==> src/rtl/memory_arbiter.sv <==
`default_nettype none
// ============================================================================
// Module      : memory_arbiter
// Description : Single-port RAM arbiter between the instruction and data
//               request paths of a request unit. Data writes beat data reads,
//               which beat instruction fetches. Each access is latched on
//               leaving IDLE, held until the RAM reports ACCESS or ERROR,
//               and completed with a one-cycle ihit/dhit pulse in RESP.
//               Optional build macro ARB_TIMEOUT_EN adds a per-access wait
//               limit of TIMEOUT_CYCLES cycles, after which the access is
//               abandoned and mem_err is raised.
// Revision    : 1.0 - initial release
// ============================================================================
module memory_arbiter #(
    parameter int TIMEOUT_CYCLES = 16
) (
    input  logic        CLK,
    input  logic        nRST,
    // request unit side
    input  logic        imemREN,
    input  logic        dmemREN,
    input  logic        dmemWEN,
    input  logic [31:0] imemaddr,
    input  logic [31:0] daddr,
    input  logic [31:0] dstore,
    output logic        ihit,
    output logic        dhit,
    output logic [31:0] iload,
    output logic [31:0] dload,
    // RAM side
    input  logic [1:0]  ramstate,
    input  logic [31:0] ramload,
    output logic        ramREN,
    output logic        ramWEN,
    output logic [31:0] ramaddr,
    output logic [31:0] ramstore,
    // status
    output logic        mem_err
);

    // RAM status encoding (FREE, BUSY, ACCESS, ERROR in declaration order)
    localparam logic [1:0] c_RAM_FREE   = 2'd0;
    localparam logic [1:0] c_RAM_BUSY   = 2'd1;
    localparam logic [1:0] c_RAM_ACCESS = 2'd2;
    localparam logic [1:0] c_RAM_ERROR  = 2'd3;

    typedef enum logic [2:0] {
        IDLE = 3'd0,
        IREQ = 3'd1,
        DREQ = 3'd2,
        DWR  = 3'd3,
        RESP = 3'd4
    } state_t;

    state_t      r_state;
    state_t      w_next_state;

    // latched access
    logic [31:0] r_addr;
    logic [31:0] r_store;
    logic        r_is_instr;     // access in flight (and its RESP) belongs to the fetch path

    // read data and status registers
    logic [31:0] r_iload;
    logic [31:0] r_dload;
    logic        r_mem_err;

    // FSM decode
    logic        w_ren;
    logic        w_wen;
    logic        w_ihit;
    logic        w_dhit;
    logic        w_leave_idle;
    logic        w_cap_i;
    logic        w_cap_d;
    logic        w_set_err;
    logic        w_in_req;
    logic        w_ram_done;     // RAM gave a final answer (ACCESS or ERROR) this cycle
    logic        w_timeout;

    // A zero limit would abandon every access before the RAM could answer.
    generate
        if (TIMEOUT_CYCLES < 1) begin : g_bad_timeout_param
        end
    endgenerate

    assign w_in_req   = (r_state == IREQ) || (r_state == DREQ) || (r_state == DWR);
    assign w_ram_done = (ramstate == c_RAM_ACCESS) || (ramstate == c_RAM_ERROR);

`ifdef ARB_TIMEOUT_EN
    localparam int               WAIT_W      = $clog2(TIMEOUT_CYCLES + 1);
    localparam logic [WAIT_W-1:0] c_WAIT_LIM = WAIT_W'(TIMEOUT_CYCLES);

    logic [WAIT_W-1:0] r_wait;
    logic [WAIT_W-1:0] w_wait_inc;

    assign w_wait_inc = r_wait + 1'b1;
    // The cycle that would bring the count to the limit is the last one waited.
    assign w_timeout  = w_in_req && !w_ram_done && (w_wait_inc == c_WAIT_LIM);

    // Wait counter: zero whenever idle so every request state starts fresh.
    always_ff @(posedge CLK or negedge nRST) begin
        if (!nRST) begin
            r_wait <= '0;
        end else if (!w_in_req) begin
            r_wait <= '0;
        end else if (!w_ram_done) begin
            r_wait <= w_wait_inc;
        end
    end
`else
    assign w_timeout = 1'b0;
`endif

    // State register.
    always_ff @(posedge CLK or negedge nRST) begin
        if (!nRST) begin
            r_state <= IDLE;
        end else begin
            r_state <= w_next_state;
        end
    end

    // Next-state and strobe decode.
    always_comb begin
        w_next_state = r_state;
        w_ren        = 1'b0;
        w_wen        = 1'b0;
        w_ihit       = 1'b0;
        w_dhit       = 1'b0;
        w_leave_idle = 1'b0;
        w_cap_i      = 1'b0;
        w_cap_d      = 1'b0;
        w_set_err    = 1'b0;

        case (r_state)
            IDLE: begin
                w_leave_idle = dmemWEN || dmemREN || imemREN;
                if (dmemWEN) begin
                    w_next_state = DWR;
                end else if (dmemREN) begin
                    w_next_state = DREQ;
                end else if (imemREN) begin
                    w_next_state = IREQ;
                end
            end

            IREQ, DREQ, DWR: begin
                w_ren = (r_state != DWR);
                w_wen = (r_state == DWR);
                if (ramstate == c_RAM_ACCESS) begin
                    w_next_state = RESP;
                    w_cap_i      = (r_state == IREQ);
                    w_cap_d      = (r_state == DREQ);
                end else if (ramstate == c_RAM_ERROR) begin
                    w_next_state = IDLE;
                    w_set_err    = 1'b1;
                end else if (w_timeout) begin
                    w_next_state = IDLE;
                    w_set_err    = 1'b1;
                end
                // FREE / BUSY: hold the access as it is
            end

            RESP: begin
                w_ihit       = r_is_instr;
                w_dhit       = !r_is_instr;
                w_next_state = IDLE;
            end

            default: begin
                w_next_state = IDLE;
            end
        endcase
    end

    // Access latch: address, write data and path are frozen when leaving IDLE.
    always_ff @(posedge CLK or negedge nRST) begin
        if (!nRST) begin
            r_addr     <= '0;
            r_store    <= '0;
            r_is_instr <= 1'b0;
        end else if (w_leave_idle) begin
            r_addr     <= (w_next_state == IREQ) ? imemaddr : daddr;
            r_is_instr <= (w_next_state == IREQ);
            if (w_next_state == DWR) begin
                r_store <= dstore;
            end
        end
    end

    // Read data capture on the ACCESS edge; values hold until the next capture.
    always_ff @(posedge CLK or negedge nRST) begin
        if (!nRST) begin
            r_iload <= '0;
            r_dload <= '0;
        end else begin
            if (w_cap_i) begin
                r_iload <= ramload;
            end
            if (w_cap_d) begin
                r_dload <= ramload;
            end
        end
    end

    // Sticky error flag, cleared only by reset.
    always_ff @(posedge CLK or negedge nRST) begin
        if (!nRST) begin
            r_mem_err <= 1'b0;
        end else if (w_set_err) begin
            r_mem_err <= 1'b1;
        end
    end

    assign ihit     = w_ihit;
    assign dhit     = w_dhit;
    assign iload    = r_iload;
    assign dload    = r_dload;
    assign ramREN   = w_ren;
    assign ramWEN   = w_wen;
    assign ramaddr  = r_addr;
    assign ramstore = r_store;
    assign mem_err  = r_mem_err;

    // FREE and BUSY are handled by the hold path; named here for readability.
    logic w_ram_waiting;
    assign w_ram_waiting = (ramstate == c_RAM_FREE) || (ramstate == c_RAM_BUSY);
    logic w_unused;
    assign w_unused = w_ram_waiting;

endmodule
`default_nettype wire

==> config.mk <==
export PLATFORM = sky130hd
export DESIGN_NAME = memory_arbiter
export DESIGN_NICKNAME = d
export VERILOG_FILES = /design/src/rtl/memory_arbiter.sv
export SDC_FILE = /design/constraint.sdc
export NUM_CORES = 1
export LEC_CHECK = 0
export ABC_CLOCK_PERIOD_IN_PS = 1800
export CORE_MARGIN = 2
export CORE_UTILIZATION = 38
export DETAILED_ROUTE_END_ITERATION = 8
export GPL_TIMING_DRIVEN = 1
export PLACE_DENSITY = 0.74
export SYNTH_ARGS = -nofsm -noshare
export SYNTH_HDL_FRONTEND = slang
export SYNTH_SLANG_ARGS = --single-unit
==> constraint.sdc <==
create_clock -name CLK -period 1.8 [get_ports CLK]
set_input_delay 0.36 -clock CLK [delete_from_list [all_inputs] [get_ports CLK]]
set_output_delay 0.36 -clock CLK [all_outputs]
set_load 0.03 [all_outputs]
**Yosys cells after proc, flatten, opt, wreduce, memory -nomap -nowiden**

Index checks and enable logic that the tools add are counted.

- Equal/unequal tests: 9
- Mux-type cells: 19
- Reduce and logical (&&, ||, !) cells: 6

Operators with widths:

| operator | count |
|---|---|
| two-way mux 32 bit | 1 |
| two-way mux 3 bit | 5 |
| two-way mux 1 bit | 12 |
| == test 3 x 2 -> 1 bit (second input constant) | 3 |
| == test 3 x 1 -> 1 bit (second input constant) | 2 |
| one-hot mux 3 bit (2 select lines) | 1 |
| == test 2 bit (second input constant) | 2 |
| == test 3 bit (second input constant) | 1 |
| logical NOT 3 bit | 1 |
| != test 3 x 2 -> 1 bit (second input constant) | 1 |
| OR reduction 3 bit | 1 |
| logical OR 1 bit | 2 |
| AND reduction 2 bit | 1 |
| logical NOT 1 bit | 1 |

- Register bits after elaboration: 133
- Input port bits: 135
- Output and inout port bits: 133

**Depth between registers and ports, before layout**

- Depth after elaboration: 6
- Mapped depth: 6
- Depth with buffers taken out: 3

**Worst setup path before layout**

Ideal clock, no wire load.

- Path type: register -> register
- From: register r_state[0]
- To: register r_store[10] (netlist: ramstore[10])
- Library setup time: 0.125 ns
- Arrival time: 1.439 ns
- Path slack: 0.236 ns
- Stages on the path, launching flop included: 7
- Buffers on the path: 3
- Period minus slack after synthesis: 1.564 ns
- Cells stage by stage: dfrtp_1 -> buf_2 -> nor3_1 -> and2_1 -> buf_2 -> buf_4 -> mux2_2

- Cells in the longest elaborated chain, start to end: 6
- Elaborated cells on any way between the ends: 14
- Classes of those cells: eq/ne (4); mux (7); reduce/logical (3)

Ends and longest elaborated chain:

| item | RTL line | text |
|---|---|---|
| start: declaration | 55 | `state_t r_state;` |
| start signal: assignment | 120 | `r_state <= w_next_state;` |
| two-way mux 3 bit | 143 | `end else if (imemREN) begin` |
| two-way mux 3 bit | 141 | `end else if (dmemREN) begin` |
| two-way mux 3 bit | 139 | `if (dmemWEN) begin` |
| one-hot mux 3 bit (2 select lines) | 136 | `case (r_state)` |
| == test 3 x 2 -> 1 bit | 186 | `if (w_next_state == DWR) begin` |
| AND reduction 2 bit (no line) (*) | - |  |
| end signal: assignment | 187 | `r_store <= dstore;` |
| end: declaration | 60 | `logic [31:0] r_store;` |

Every way passes the cells marked *; elsewhere a longest branch is shown, timed or not.
A chain may end at the register's enable or synchronous reset.

**Worst setup path after layout**

- From: register r_store[22] (netlist: ramstore[22])
- To: output port ramstore[22]

RTL lines:

| item | RTL line | text |
|---|---|---|
| end: declaration | 36 | `output logic [31:0] ramstore,` |

No word-level cell between the ends.

==> metrics <==
outcome=completed; Max Cap Viol=0; worst vdd ir=0.8696 mV; detailed router's first-iteration violation count=145; CP endpoint kind=output port; Leakage=4.510 nW; ranking of synthesized cells by area=dfrtp_1, mux2_1, a2bb2oi_2; count of different cell masters after synthesis=28; Max stage delay on crit path=0.66 ns; Synth top area share=0.5492; Post-Syn Area=6060 um^2; total grt overflow=0; slowest CP cell=clkdlybuf4s50_1; clock-pin transition on the worst setup and hold timing paths=0.06 ns; H-tree levels=4; sequential share of the synthesized area=0.5492; Port Buffers=267; Yosys warnings=0; CP arrival=1.40 ns; # clock sinks=133; nature of the critical path startpoint=flip-flop; largest net degree at the start of global routing=47; IO Count=268; RSZ-0062 raised after global routing=false; vias in the first global route=4674; initial antenna violation count=0; DRT Pass-1 Iters=4; GPL Wtd Cong=0.7890; first-pass GRT wire length=24410 um; period utilisation layout=0.9756; Final Hold Fails=0; Root Driver=clkbuf_16; setup tns final=0 ns; Multi-input gate area=2510 um^2; Worst Tran Pin Value=0.4141 ns; internal power=10.85 mW; syn_nets=562; synthesis-to-finish area growth=61.39%; ant diodes=0; Critical Path RT=1.44 ns; sequential standard cell area=3328 um^2; largest area contributor in the netlist=dfrtp_1; top_reg_cell synth=dfrtp_1; slew margin rel.=0.7239; die area=16970 um^2; CP top delay family=buffers and inverters; ratio of cells with drive above 1 in the final layout=0.2006; Worst Path Max Fanout=2; Core Area=15710 um^2; DRC Markers=0; kind of critical path=flip-flop to output port; maximum clock insertion buffer count=2; sequential power share=0.288; Post-DRT Antenna Nets=0; Hold WS=0.4389 ns; routed len/inst=17.22 um; worst hold path class=primary input to async pin; Post-DP HPWL=11780 um; Logic pwr share=0.520; # rows=46; Sw Ratio=0.4102; Bufs and invs on worst path=1; final WL=16080 um; Die Height=130.3 um; CTS buffer count=17; clock group share of total power=0.192; ys async rst share=1.000; Post-Layout Cell Count=934; vias post-DR=4538; Post-Synthesis Cells=427; nets=840; drt via density=4.859; Slew Viols, Final=0; Power Density=1881 nW/um^2; Tmin final=1.756 ns; Initial Utilization=0.3857; Final Setup Violations=0; Inst Count DP=900; filler instances=1244; Fin Clk Skew=0.004969 ns; critical path cell sequence=clkdlybuf4s50_1; clock latency at the later pin of the worst-skew pair=0.40 ns; Seq cells post-synth=133; Total GRT Usage=0.1868; Peak Freq=569.5 MHz; Switch Pwr=7.547 mW; die width=130.3 um; CTS tree=done; EDFF count, synth=0; Synth Area per Inst=14.19 um^2
## Yosys cell counts, drive strengths merged (2+ instances only)
cell type / n
dfrtp: 133
mux2: 96
a21oi: 35
nand2b: 35
a2bb2oi: 32
o211ai: 32
buf: 30
nor2: 9
clkbuf: 7
nor3: 3
nand2: 2
nand3b: 2
o21ai: 2
## layout make-up
cell class | count | area share
multi-input cells | 257 | 0.2567
well taps | 216 | 0.02764
clock inverters | 11 | 0.01497
flip-flops and latches | 133 | 0.3403
clock buffers | 21 | 0.04811
repair buffers | 296 | 0.3123
## path summary, 6_finish.rpt
kind / endpoint / cells after the start / startpoint / slack [ns]
min in group CLK: mem_err / 1 / mem_err / 0.47
max in group asynchronous: ramstore[31] / 3 / nRST / 0.76
max: ramstore[22] / 1 / ramstore[22] / 0.04
max reg2reg: ramaddr[30] / 5 / r_state[0] / 0.07
min reg2reg: mem_err / 1 / mem_err / 0.47
min: dload[1] / 2 / nRST / 0.44
## cells by family after synthesis
| logic type | Yosys count | share of synthesized area |
|---|---|---|
| multiplexers | 96 | 0.1784 |
| AO/OA/AOI/OAI | 102 | 0.1734 |
| buffers and inverters | 37 | 0.03820 |
| XOR/XNOR | 1 | 0.001446 |
| AND/OR/NAND/NOR | 58 | 0.05926 |
| flip-flops | 133 | 0.5492 |
## per-stage QoR
stage | setup slack (ns) | power [mW] | util | cell area, um^2
2_1_floorplan | 0.2362 | 11.42 | - | 6060
3_3_place_gp | -0.2228 | 15.55 | 0.5827 | 9155
3_5_place_dp | -0.2347 | 15.81 | 0.5827 | 9155
4_1_cts | 0.00005052 | 18.68 | 0.6161 | 9681
5_1_grt | 0.00005829 | 19.35 | 0.6224 | 9779
6_report | 0.04397 | 18.40 | 0.6224 | 9779
## layout by cell type (no fill, tap or decap), drive strengths merged, types with 2 or more instances in the layout
cell and instances:
dfrtp 133, clkinvlp 2, nor2 9, clkdlybuf4s50 134
nand2 2, o211ai 32, nand3b 2, clkbuf 21
o21ai 2, a2bb2oi 32, a21oi 35, nand2b 35
mux2 96, bufinv 3, clkinv 4, inv 2
dlymetal6s2s 37, buf 33, dlygate4sd2 91, nor3 3
## flip-flops by register name, summed over array words and instances (netlist names)
signal / flops
ramstore: 32
dload: 32
r_state: 3
ramaddr: 32
mem_err: 1
iload: 32
r_is_instr: 1
## power by group through the flow
stage / sequential [mW] / combinational, mW / clock (mW)
after floorplan: 8.19 / 3.23 / 0
after global placement: 5.33 / 10.2 / 0
after detailed placement: 5.41 / 10.4 / 0
after CTS: 5.33 / 9.73 / 3.62
after global routing: 5.50 / 10.1 / 3.75
final: 5.30 / 9.57 / 3.53
## layer usage
layer | vias up | track usage | wire length [um]
met5 | - | 0 | 0
met4 | 0 | 0.06768 | 248
met3 | 21 | 0.04387 | 1105
met2 | 183 | 0.3225 | 8075
met1 | 2223 | 0.2292 | 6655
li1 | 2111 | - | -
## what timing repair did
| item | in CTS | in global routing |
|---|---|---|
| pin swaps | 1 | 1 |
| hold buffers | 1 | 0 |
| resized for setup | 93 | 39 |
| endpoints found under the setup margin | 93 | 40 |
| setup buffers | 1 | 0 |
| endpoints found under the hold margin | 37 | 0 |
Power figures use the tool's default switching activity.
